File: src/rtl/rf_tx_underrun_guard.sv
// rf_tx_underrun_guard
// Output conditioner between the 2-to-4 up-sampler and the DAC interface.
// It presents a continuous 4 SPC stream. When upstream valid drops while
// streaming, it substitutes zeros. It stays muted until the input has been
// valid for HOLDOFF_CYCLES consecutive cycles. It also keeps underrun stats.
//
// Ports:
//   clk             sample clock; all logic runs on it
//   rst             asynchronous active-high reset
//   enable          stream enable (level)
//   clear_stats     one-cycle pulse that clears underrun_count / underrun_sticky
//   i_tdata         4 SPC input; sample n = i_tdata[n*32 +: 32] = {Q, I}
//   i_tvalid        input qualifier (no backpressure possible)
//   o_tdata         conditioned samples, same packing as i_tdata
//   o_tvalid        high in every state except IDLE
//   underrun_count  saturating underrun event count
//   underrun_sticky set by any underrun event
//   state           debug state: IDLE=0, ARM=1, RUN=2, HOLD=3
module rf_tx_underrun_guard #(
    parameter int HOLDOFF_CYCLES = 8,
    parameter int CNT_W          = 16
) (
    input  logic             clk,
    input  logic             rst,
    input  logic             enable,
    input  logic             clear_stats,
    input  logic [127:0]     i_tdata,
    input  logic             i_tvalid,
    output logic [127:0]     o_tdata,
    output logic             o_tvalid,
    output logic [CNT_W-1:0] underrun_count,
    output logic             underrun_sticky,
    output logic [1:0]       state
);

    typedef enum logic [1:0] {
        ST_IDLE = 2'd0,
        ST_ARM  = 2'd1,
        ST_RUN  = 2'd2,
        ST_HOLD = 2'd3
    } state_t;

    // The last discarded valid beat of the holdoff window has this count.
    localparam logic [15:0]      HOLDOFF_LAST = 16'(HOLDOFF_CYCLES - 1);
    localparam logic [CNT_W-1:0] CNT_MAX      = '1;

    state_t             state_reg, state_next;
    logic [15:0]        holdoff_cnt_reg, holdoff_cnt_next;
    logic [127:0]       o_tdata_reg, o_tdata_next;
    logic               o_tvalid_reg, o_tvalid_next;
    logic [CNT_W-1:0]   count_reg, count_next;
    logic               sticky_reg, sticky_next;
    logic               underrun_event;

    // State and all registered outputs.
    always_ff @(posedge clk or posedge rst) begin
        if (rst) begin
            state_reg       <= ST_IDLE;
            holdoff_cnt_reg <= '0;
            o_tdata_reg     <= '0;
            o_tvalid_reg    <= 1'b0;
            count_reg       <= '0;
            sticky_reg      <= 1'b0;
        end else begin
            state_reg       <= state_next;
            holdoff_cnt_reg <= holdoff_cnt_next;
            o_tdata_reg     <= o_tdata_next;
            o_tvalid_reg    <= o_tvalid_next;
            count_reg       <= count_next;
            sticky_reg      <= sticky_next;
        end
    end

    // Next-state logic, including the holdoff counter.
    always_comb begin
        state_next       = state_reg;
        holdoff_cnt_next = holdoff_cnt_reg;
        underrun_event   = 1'b0;
        if (!enable) begin
            state_next       = ST_IDLE;
            holdoff_cnt_next = '0;
        end else begin
            case (state_reg)
                ST_IDLE: state_next = ST_ARM;
                ST_ARM: begin
                    if (i_tvalid) begin
                        state_next = ST_RUN;
                    end
                end
                ST_RUN: begin
                    if (!i_tvalid) begin
                        state_next       = ST_HOLD;
                        holdoff_cnt_next = '0;
                        underrun_event   = 1'b1;
                    end
                end
                ST_HOLD: begin
                    if (i_tvalid) begin
                        // This valid beat is discarded. If it completes the
                        // window, passthrough starts on the next valid beat.
                        if (holdoff_cnt_reg == HOLDOFF_LAST) begin
                            state_next       = ST_RUN;
                            holdoff_cnt_next = '0;
                        end else begin
                            holdoff_cnt_next = holdoff_cnt_reg + 16'd1;
                        end
                    end else begin
                        // A gap restarts the window. It is not a new event.
                        holdoff_cnt_next = '0;
                    end
                end
                default: begin
                    state_next       = ST_IDLE;
                    holdoff_cnt_next = '0;
                end
            endcase
        end
    end

    // Output and stats logic. The results are registered above.
    always_comb begin
        o_tvalid_next = (state_next != ST_IDLE);
        o_tdata_next  = '0;
        if (enable && i_tvalid && (state_reg == ST_ARM || state_reg == ST_RUN)) begin
            o_tdata_next = i_tdata;
        end

        count_next  = count_reg;
        sticky_next = sticky_reg;
        // Clear is applied first, so a coincident event leaves count=1.
        if (clear_stats) begin
            count_next  = '0;
            sticky_next = 1'b0;
        end
        if (underrun_event) begin
            sticky_next = 1'b1;
            if (count_next != CNT_MAX) begin
                count_next = count_next + 1'b1;
            end
        end
    end

    assign o_tdata         = o_tdata_reg;
    assign o_tvalid        = o_tvalid_reg;
    assign underrun_count  = count_reg;
    assign underrun_sticky = sticky_reg;
    assign state           = state_reg;

endmodule

File: config.mk
export PLATFORM = sky130hd
export DESIGN_NAME = rf_tx_underrun_guard
export DESIGN_NICKNAME = d
export VERILOG_FILES = /design/src/rtl/rf_tx_underrun_guard.sv
export SDC_FILE = /design/constraint.sdc
export NUM_CORES = 1
export LEC_CHECK = 0
export ABC_AREA = 1
export ABC_CLOCK_PERIOD_IN_PS = 7200
export BUFFER_PORTS_ARGS = -buffer_cell sky130_fd_sc_hd__buf_2
export CAP_MARGIN = 0
export CORE_MARGIN = 2
export CORE_UTILIZATION = 48
export CTS_CLUSTER_SIZE = 24
export DETAILED_ROUTE_END_ITERATION = 8
export HOLD_SLACK_MARGIN = 0.05
export MAX_ROUTING_LAYER = met4
export PLACE_DENSITY = 0.8
export SLEW_MARGIN = 20
export SYNTH_ARGS = -nofsm -noshare
export SYNTH_HDL_FRONTEND = slang
export SYNTH_SLANG_ARGS = --single-unit
File: constraint.sdc
create_clock -name clk -period 7.2 [get_ports clk]
set_input_delay 1.08 -clock clk [delete_from_list [all_inputs] [get_ports clk]]
set_output_delay 1.08 -clock clk [all_outputs]
set_load 0.03 [all_outputs]
# Word level (Yosys, flattened, before mapping)
# Cells that the tools add are included.
# op_classes
n_addsub,2
n_eq_ne,7
mux,20
reduce_logical,7
# ops
op,n
2-to-1 mux 128 bit,1
2-to-1 mux 16 bit,7
adder 16 x 1 -> 16 bit (second input constant),2
case mux 16 bit (2 select lines),1
== test 16 x 3 -> 1 bit (second input constant),1
!= test 16 bit (second input constant),1
2-to-1 mux 2 bit,5
case mux 2 bit (4 select lines),1
2-to-1 mux 1 bit,5
== test 2 bit (second input constant),2
nonzero test 2 bit,2
!= test 3 x 1 -> 1 bit (second input constant),1
!= test 3 bit (second input constant),1
== test 2 x 1 -> 1 bit (second input constant),1
logical AND 1 bit,2
zero test 2 bit,1
AND reduction 2 bit,1
logical OR 1 bit,1
# word_totals
reg_bits,164
in_bits,133
output_inout_bits,148
word_cells,42

# Logic depth before layout (Yosys ltp)
# Gate-level depths: netlist of run 1.
# depth
ltp_word,6
mapped_depth,12
depth_no_buf,12

# Worst setup path before layout of run 1
# Ideal clock, no wire load.
# synth_timing
path_kind,input -> register
start,input clear_stats
end,"register count_reg[14], in the netlist underrun_count[14]"
setup_ps,120
t_arrival_ps,2297
required_time_ps,7080
path_slack_ps,4783
path_stages,10
path_buffers,1
path_cell_list,buf_6 > nor2_1 > ha_1 > nand2_1 > nor2_4 > nand2_2 > nor2_4 > nand3_2 > o21ai_1 > nand2_1
# synth_via
elab_chain_len,4
word_cells_on_any_way,5
classes_between,1 x add/sub; 1 x eq/ne; 3 x mux
# synth_rtl
item,line_no,rtl
"start, declared",26,"input logic clear_stats,"
2-to-1 mux 16 bit (*),131,if (clear_stats) begin
adder 16 x 1 -> 16 bit / != test 16 bit (equally long branches),"138, 137",
2-to-1 mux 16 bit,137,if (count_next != CNT_MAX) begin
2-to-1 mux 16 bit (*),135,if (underrun_event) begin
via count_next[14],51,"logic [CNT_W-1:0] count_reg, count_next;"
"end signal, assigned",69,count_reg <= count_next;
"end, declared",51,
# The timed path passes the listed nets; every way through them passes the cells marked *.
# A chain may end at the register's enable or synchronous reset.

# Final worst setup path of run 1
# layout_timing
start,"register state_reg[0], in the netlist state[0]"
end,"register o_tdata_reg[31], in the netlist o_tdata[31]"
# layout_via
elab_chain_len,4
word_cells_on_any_way,5
classes_between,2 x eq/ne; 1 x mux; 2 x reduce/logical
# layout_rtl
item,line_no,rtl
"start, declared",47,"state_t state_reg, state_next;"
"start signal, assigned",65,state_reg <= state_next;
== test 2 x 1 -> 1 bit / == test 2 bit (equally long branches),124,if (enable && i_tvalid && (state_reg == ST_ARM || state_reg == ST_RUN)) begin
logical OR 1 bit (*),124,
logical AND 1 bit (*),124,
2-to-1 mux 128 bit (*),124,
via o_tdata_next[31],49,"logic [127:0] o_tdata_reg, o_tdata_next;"
"end signal, assigned",67,o_tdata_reg <= o_tdata_next;
"end, declared",49,
# Marked as above.

==> results of run 1 <==
==> metal layers <==
metal / vias to the layer above / share of wire (%) / wire length, µm / global-route usage, %
li1: 2747 / - / - / -
met1: 2596 / 37 / 6410 / 26.7
met2: 196 / 53 / 9110 / 40.4
met3: 23 / 6.7 / 1150 / 7.43
met4: 0 / 2.5 / 427 / 8.26
met5: - / 0 / 0 / -
==> path summary, 6_finish.rpt <==
| check | from | endpoint | slack [ns] | cells past startpoint |
|---|---|---|---|---|
| max in group asynchronous | rst | o_tdata[17] | 4.92 | 3 |
| setup / recovery | state[0] | o_tdata[31] | 4.85 | 5 |
| hold reg to reg | underrun_sticky | underrun_sticky | 0.48 | 2 |
| setup reg to reg | state[0] | o_tdata[31] | 4.85 | 5 |
| hold / removal | underrun_sticky | underrun_sticky | 0.48 | 2 |
| min in group asynchronous | rst | o_tdata[24] | 0.81 | 2 |
==> placed cells by master, fill, tap and decap left out, drive strengths merged <==
cell      Yosys  routed
a21o          1       1
a21oi         2       2
buf           6     283
bufinv        0       2
clkbuf       13      19
clkinv        0       7
clkinvlp      0       1
dfrtp       164     164
diode         0       2
ha            7       7
inv         173     175
nand2       109     109
nand3        30      30
nand4         7       7
nor2        202     202
nor3          6       6
o21ai        17      17
o21bai        1       1
xnor2         4       4
xor2         10      10
==> report_power, final <==
| part | leakage (µW) | total, µW | switching [µW] | internal [µW] |
|---|---|---|---|---|
| Clock | 0.000285 | 872 | 353 | 519 |
| Sequential | 0.00227 | 951 | 6.73 | 944 |
| Combinational | 0.00295 | 181 | 126 | 55.2 |
==> area by class of cell <==
cell class / instances / area share (%)
tap: 180 / 2.54
clock buffer: 19 / 4.99
inverter: 173 / 7.40
multi-input combinational: 396 / 21.2
clock inverter: 12 / 1.47
antenna: 2 / 0.0564
sequential: 164 / 46.2
timing repair buffer: 283 / 16.0
==> cells by family after synthesis <==
kind of cell | after synthesis | share of synthesized area [%]
AND/OR/NAND/NOR | 354 | 23.1
buffers and inverters | 192 | 11.2
flip-flops | 164 | 61.0
AO/OA/AOI/OAI | 21 | 1.64
XOR/XNOR | 14 | 1.82
adder cells (fa/ha/maj) | 7 | 1.30
==> per-stage QoR <==
| step | hold WS, ns | setup WS [ns] | util [%] |
|---|---|---|---|
| after floorplan | 0.471 | 1.69 | - |
| after global placement | 0.466 | 4.42 | 60.2 |
| after detailed placement | 0.478 | 4.42 | 60.2 |
| after CTS | 0.494 | 4.84 | 64.4 |
| after global routing | 0.509 | 4.58 | 64.4 |
| final | 0.484 | 4.85 | 64.4 |
==> cells in the mapped netlist <==
| library cell | number |
|---|---|
| a21o_1 | 1 |
| a21oi_1 | 2 |
| buf_2 | 2 |
| buf_4 | 2 |
| buf_6 | 1 |
| buf_8 | 1 |
| clkbuf_1 | 13 |
| dfrtp_1 | 164 |
| ha_1 | 7 |
| inv_1 | 165 |
| inv_2 | 7 |
| inv_4 | 1 |
| nand2_1 | 99 |
| nand2_2 | 9 |
| nand2_4 | 1 |
| nand3_1 | 25 |
| nand3_2 | 3 |
| nand3_4 | 2 |
| nand4_1 | 7 |
| nor2_1 | 189 |
| nor2_2 | 4 |
| nor2_4 | 8 |
| nor2_8 | 1 |
| nor3_1 | 5 |
| nor3_2 | 1 |
| o21ai_0 | 7 |
| o21ai_1 | 10 |
| o21bai_1 | 1 |
| xnor2_1 | 4 |
| xor2_1 | 10 |
==> tightest hold or removal path: cells and delay by family (launching register included) <==
kind / cells / cell delay, ns
flops: 1 / 0.34
simple gates: 2 / 0.11
==> results.toml, run 1 <==
[setup_path]
slowest_delay_ns = 0.72
cp_top_family = "buffers and inverters"
end_kind = "register"
crit_fanout = 84
worst-setup-path-type = "register to register"
setup.worst_path.start_class = "register"
path_cells = "inv_1 > ha_1 > nand3_4 > buf_4 > nor2_1"
crit_required_ns = 7.45
cp.arrival_ns = 2.59
critical-path-slowest-cell = "buf_4"
crit_buf_inv = 2

[die]
rows = 43
dieWidth_um = 122
die_h_um = 122
io_pins = 281
coreArea_um2 = 13800
die_area_um2 = 15000
initial_core_util_pct = 48.9

[routing]
wire_per_inst_um = 13.9
drt_iter0_drc = 354
viasPerCell = 4.53
routed_wl_um = 17100
drt.antenna.violating_nets = 0
drt_first_pass_iters = 5
drcViolationCount = 0
vias = 5562

[power_and_ir_drop]
p_leak_uw = 0.00550
peakVddDrop_uv = 223
powerDensity_nw_per_um2 = 226
power.total_uw = 2000

[cells_and_area]
drive_gt1_share_pct = 33.6
multiInputGateArea_um2 = 1890
nets = 1175
post-route-cell-area_um2 = 8870
largest_reg_flops = 128
syn_to_final_growth_pct = 31.9
nFillCells = 1145
finalNonFillerCells = 1229
ff_latch_area_um2 = 4100

[sta]
worstMarginPinSlew_ns = 0.948
hold_viol = 0
fin_skew_ns = 0.00922
setup_violations = 0
fmax_mhz = 426
post-route-min-period_ns = 2.35
slew_viol_final = 0
maxSlewHeadroom_pct = 36.8
fin_crit_sh_pct = 32.6
fin_tns_setup_ns = 0
rsz0062_at_grt = "false"

[global_route]
grt_antenna_before_repair = 1
track_usage_pct = 23.8
grt_pass1_vias = 5412
grt_first_pass_wirelength_um = 26100
grt_max_degree = 89
gr-total-overflow = 0

[placed_design]
post-dp-hpwl_um = 12300
dpl.cell_count = 1196
placed_area_um2 = 8300
portBuffers = 280
place_congestion = 0.871

[cts]
cts_setup_buffers = 0
clock_latency_ns = 0.41
hold_buffers = 0
cts_resized = 0
cts_root_buffer = "clkbuf_16"
numCtsBuffers = 17
clkTransAtPathRegs_ns = 0.06
clockBufferDepth = 2
cts_tree = "done"
cts_sinks = 164
cts-htree-levels = 4

[outcome]
status = "finished, final reports clean"

[logic_synthesis]
netlist_instances = 752
yosysTopAreaCell = "dfrtp_1"
yosysWarningCount = 0
ys_top_cells_by_area = "dfrtp_1 61%, nor2_1 11%, inv_1 9.2%, nand2_1 5.5%, nand3_1 1.9%"
synth_cell_types = 30
avgSynthCellArea_um2 = 8.95
netlist_area_um2 = 6730
synth_nets = 892
synth_seq_cells = 164
synth_top_area_share_pct = 61.0
ys_seq_area_share_pct = 61.0

[job]
cap_viol_max_count = 0

[hold_path]
worstHoldPathType = "register to register"
Power figures use the tool's default switching activity.
==> run 2: changes to the inputs <==
- ABC_CLOCK_PERIOD_IN_PS: 7200 -> 2100
- CORE_UTILIZATION: 48 -> 43
- PLACE_DENSITY: 0.8 -> 0.76
- clock period: 7.2 -> 2.1 ns (I/O delays scaled with it)
==> run 2 against run 1 <==
Clock skew is 0.0014 ns lower. Critical path depth is 5 higher. Power rose to 3.5 times the previous value. Worst setup slack got worse by 4.6 ns. Global-route usage is 2.0 points lower. Count of clock-buffer cells in the layout unchanged. Design area up 2.7%. Highest routed layer unchanged.
==> results.toml, run 2 (synthesis results as in run 1) <==
[setup_path]
reg2reg_depth = 10
worst-setup-path-type = "register to register"
critical-path-slowest-cell = "dfrtp_1"
path_cells = "inv_1 > ha_1 > nand2_1 > nand3_1 > inv_2 > nor2_1 > nand2_1 > nor2_1 > nor2_1 > nor2_1"
crit-reg2reg-launch = "state[0]"
reg2reg_setup_slack_ns = 0.26
setup.worst_path.start_class = "register"
cp.arrival_ns = 2.18
critPathMostFrequentCell = "nor2_1"
r2r_end = "holdoff_cnt_reg[14]"
end_kind = "register"
slowest_delay_ns = 0.44
crit_fanout = 8
critPathLaunch = "state[0]"
crit_required_ns = 2.44

[cts]
cts_sinks = 164
clock_latency_ns = 0.41
hold_buffers = 1
cts_root_buffer = "clkbuf_16"
cts-htree-levels = 4
cts_resized = 0
cts_tree = "done"
clockBufferDepth = 2
clkTransAtPathRegs_ns = 0.07
numCtsBuffers = 17
cts_setup_buffers = 0

[sta]
setup_violations = 0
rsz0062_at_grt = "false"
fmax_mhz = 545
fin_skew_ns = 0.00779
fin_tns_setup_ns = 0
fin_crit_sh_pct = 87.4
slew_viol_final = 0
hold_viol = 0
setup_slack_ns = 0.264
hold_ws_ns = 0.0965
maxSlewHeadroom_pct = 49.7
worstMarginPinSlew_ns = 0.753
post-route-min-period_ns = 1.84

[routing]
drt_iter0_drc = 309
vias = 5542
drt.antenna.violating_nets = 0
wl_met2_um = 9230
m1WireLength_um = 6650
viasPerCell = 4.35
drcViolationCount = 0
drt_first_pass_iters = 4
wl_met3_um = 906
routed_wl_um = 17100
wire_per_inst_um = 13.4
highest_layer = "met4"

[placed_design]
post-dp-hpwl_um = 13200
placed_area_um2 = 8490
portBuffers = 280
post-place-ws_ns = 0.208
place_congestion = 0.864

[power_and_ir_drop]
power.total_uw = 7100
p_leak_uw = 0.00561
p_clk_share_pct = 44.9
combinationalPowerShare_pct = 9.2
p_sw_share_pct = 25.2
peakVddDrop_uv = 814
p_seq_share_pct = 45.9
internal_power_uw = 5310
p_switching_uw = 1790
powerDensity_nw_per_um2 = 778

[die]
rows = 45
die_h_um = 129
initial_core_util_pct = 44.1
die_area_um2 = 16700
io_pins = 281
coreArea_um2 = 15300
dieWidth_um = 129

[cells_and_area]
drive_gt1_share_pct = 34.6
final_cell_mix = "280 x buf_2, 189 x nor2_1, 164 x inv_1, 164 x dfrtp_1, 99 x nand2_1"
post-route-cell-area_um2 = 9120
largest_reg_flops = 128
syn_to_final_growth_pct = 35.5
nFillCells = 1349
nets = 1189
layout_commonest_cell = "buf_2"

[global_route]
grt_pass1_vias = 5366
grt_first_pass_wirelength_um = 26800
grt_max_degree = 62
track_usage_pct = 21.9
gr-total-overflow = 0
grt_antenna_before_repair = 1

[hold_path]
hold_path_end = "o_tdata[66]"
holdCritStartpoint = "i_tdata[66]"
worstHoldPathCells = 3
worstHoldPathType = "input port to register"

[job]
cap_viol_max_count = 0

[outcome]
status = "finished, final reports clean"
-- run 2: changes by cell type in the layout (fill, tap and decap cells not counted), sizes merged --
cell / change
inv: +5
diode: -1
clkinv: -5
dlygate4sd3: +1
buf: +13
clkinvlp: +1
-- run 2: layout make-up --
class / instances / area, µm² / area share (%)
multi-input cells: 396 / 1890 / 20.7
inverters: 173 / 656 / 7.19
repair buffers: 297 / 1590 / 17.5
clock buffers: 19 / 453 / 4.97
flip-flops and latches: 164 / 4100 / 45.0
diodes: 1 / 2.50 / 0.0274
clock inverters: 13 / 159 / 1.74
well taps: 211 / 264 / 2.90
-- run 2: how the worst max path moves through the flow --
stage,endpoint,slack [ns]
6_report,holdoff_cnt_reg[14],0.26
5_1_grt,holdoff_cnt_reg[14],0.08
4_1_cts,holdoff_cnt_reg[14],0.26
3_5_place_dp,underrun_count[14],0.21
3_3_place_gp,underrun_count[14],0.25
2_1_floorplan,holdoff_cnt_reg[0],-0.30
-- run 2: metal layers --
metal | GRT usage, % | vias to the layer above
met1 | 25.6 | 2571
met5 | - | -
met4 | 7.67 | 0
met3 | 5.08 | 23
met2 | 37.3 | 182
li1 | - | 2766
-- run 2: power groups by stage --
stage | logic [µW] | clock network [µW] | registers, µW
6_report | 652 | 3190 | 3260
5_1_grt | 717 | 3410 | 3260
4_1_cts | 662 | 3250 | 3260
3_5_place_dp | 658 | 0 | 3320
3_3_place_gp | 649 | 0 | 3310
2_1_floorplan | 198 | 0 | 3480
-- run 2: metrics by stage --
step	util, %	cells
floorplan	-	752
global placement	55.7	1240
detailed placement	55.7	1240
CTS	59.7	1273
global route	59.8	1274
finish	59.8	1274
-- run 2: critical path: cells and delay by family, from the launching register on --
| family | cells | cell delay, ns |
|---|---|---|
| adder cells (fa/ha/maj) | 1 | 0.25 |
| AND/OR/NAND/NOR | 7 | 0.84 |
| flip-flops | 1 | 0.44 |
| buffers and inverters | 2 | 0.23 |
==> run 3: changes to the inputs <==
- BUFFER_PORTS_ARGS: -buffer_cell sky130_fd_sc_hd__buf_2 -> -buffer_cell sky130_fd_sc_hd__buf_4
- SLEW_MARGIN: 20 -> 25
==> run 3 against run 2 <==
Global-route usage up 0.49 points. Worst setup slack worse by 0.0069 ns. Highest routed layer unchanged. Sequential power hardly changed. Register-to-register slack is essentially flat.
==> results.toml, run 3 (synthesis results as in run 1) <==
[cts]
clkTransAtPathRegs_ns = 0.06
clockBufferDepth = 2
numCtsBuffers = 17
cts_tree = "done"
clock_latency_ns = 0.41
cts_root_buffer = "clkbuf_16"
cts_sinks = 164
cts_setup_buffers = 0
cts-htree-levels = 4

[power_and_ir_drop]
powerDensity_nw_per_um2 = 725
p_leak_uw = 0.00565
peakVddDrop_uv = 511
power.total_uw = 7040

[cells_and_area]
syn_to_final_growth_pct = 44.3
diodes = 0
drive_gt1_share_pct = 33.9
ff_latch_area_um2 = 4110
nFillCells = 1220
finalNonFillerCells = 1264
final_cell_mix = "284 x buf_4, 189 x nor2_1, 164 x inv_1"
multiInputGateArea_um2 = 1890
nets = 1181
largest_reg_flops = 128
layout_commonest_cell = "buf_4"
post-route-cell-area_um2 = 9710

[global_route]
grt_antenna_before_repair = 0
track_usage_pct = 22.4
grt_pass1_vias = 5370
grt_max_degree = 80
gr-total-overflow = 0
grt_first_pass_wirelength_um = 27300

[setup_path]
r2r_end = "underrun_count[12]"
setup.worst_path.start_class = "register"
end_kind = "register"
critPathMostFrequentCell = "nand2_1"
reg2reg_depth = 8
crit-reg2reg-launch = "state[0]"
crit_required_ns = 2.40
cp.arrival_ns = 2.14
path_cells = "inv_1 > ha_1 > nand2_1 > nor2_1 > inv_2 > nor3_1 > nand2_1 > xnor2_1"
reg2reg_setup_slack_ns = 0.26
critical-path-slowest-cell = "dfrtp_2"
worst-setup-path-type = "register to register"
cp_top_family = "simple AND/OR/NAND/NOR gates"
slowest_delay_ns = 0.44
crit_buf_inv = 2
crit_fanout = 9

[routing]
drcViolationCount = 0
wire_per_inst_um = 14.0
wl_met2_um = 9600
m1WireLength_um = 6680
drt_first_pass_iters = 5
wl_met3_um = 1060
vias = 5485
drt.antenna.violating_nets = 0
routed_wl_um = 17700
drt_iter0_drc = 237
highest_layer = "met4"
viasPerCell = 4.34

[hold_path]
hold_path_end = "o_tdata[95]"
worstHoldPathCells = 3
worstHoldPathType = "input port to register"
holdCritStartpoint = "i_tdata[95]"

[sta]
post-route-min-period_ns = 1.84
fmax_mhz = 543
worstMarginPinSlew_ns = 0.419
fin_crit_sh_pct = 87.7
fin_skew_ns = 0.0121
fin_tns_setup_ns = 0
setup_violations = 0
rsz0062_at_grt = "false"
slew_viol_final = 0
maxSlewHeadroom_pct = 72.0
hold_viol = 0

[placed_design]
post-dp-hpwl_um = 13400
dpl.cell_count = 1232
place_congestion = 0.871
placed_area_um2 = 9120
portBuffers = 280

[die]
die_h_um = 129
die_area_um2 = 16700
coreArea_um2 = 15300
initial_core_util_pct = 44.1
io_pins = 281
rows = 45
dieWidth_um = 129

[job]
cap_viol_max_count = 0

[outcome]
status = "finished, final reports clean"
==> run 3: changes by cell type in the layout (fill, tap and decap cells not counted), moves of 3 or more <==
cell	change
buf_2	-280
buf_4	+273
clkbuf_1	+3
inv_8	-3
==> run 3: stage by stage <==
step           hold slack [ns]  worst slack, ns  util (%)
3_3_place_gp             0.345            0.315      59.8
3_5_place_dp             0.348            0.264      59.8
5_1_grt                 0.0886           0.0394      63.6
2_1_floorplan            0.421           -0.300         -
6_report                 0.108            0.257      63.6
4_1_cts                 0.0926            0.244      63.6
==> run 3: routing by layer <==
layer | GRT usage, % | vias up
met1 | 25.3 | 2531
met5 | - | -
met3 | 6.52 | 18
li1 | - | 2751
met4 | 7.61 | 0
met2 | 38.1 | 185
==> run 3: layout make-up <==
cell class,instances,share of cell area [%]
clock buffer,21,4.64
clock inverter,10,1.25
inverter,173,6.75
multi-input combinational,396,19.5
sequential,164,42.3
tap,211,2.72
timing repair buffer,289,22.9
==> run 3: how the worst max path moves through the flow <==
stage / startpoint / to / cells past startpoint
2_1_floorplan: rst / holdoff_cnt_reg[0] / 1
3_5_place_dp: state[0] / holdoff_cnt_reg[14] / 10
5_1_grt: state[0] / holdoff_cnt_reg[13] / 9
3_3_place_gp: clear_stats / underrun_count[14] / 10
4_1_cts: state[0] / holdoff_cnt_reg[14] / 10
6_report: state[0] / underrun_count[12] / 8
==> run 3: tightest hold or removal path: stages <==
cell    delay [ns]
buf_4         0.11
inv_1         0.04
nor2_1        0.03
==> run 3: power by group <==
| group | leakage (µW) | total [µW] | switching [µW] | internal, µW |
|---|---|---|---|---|
| Combinational | 0.00311 | 754 | 438 | 316 |
| Sequential | 0.00227 | 3260 | 26.0 | 3240 |
| Clock | 0.000279 | 3030 | 1240 | 1790 |
==> run 3: what timing repair did <==
item | in CTS | in global routing
hold endpoints to repair | 16 | 0
setup endpoints to repair | 0 | 1
hold buffers | 1 | 0
resized for setup | 0 | 2
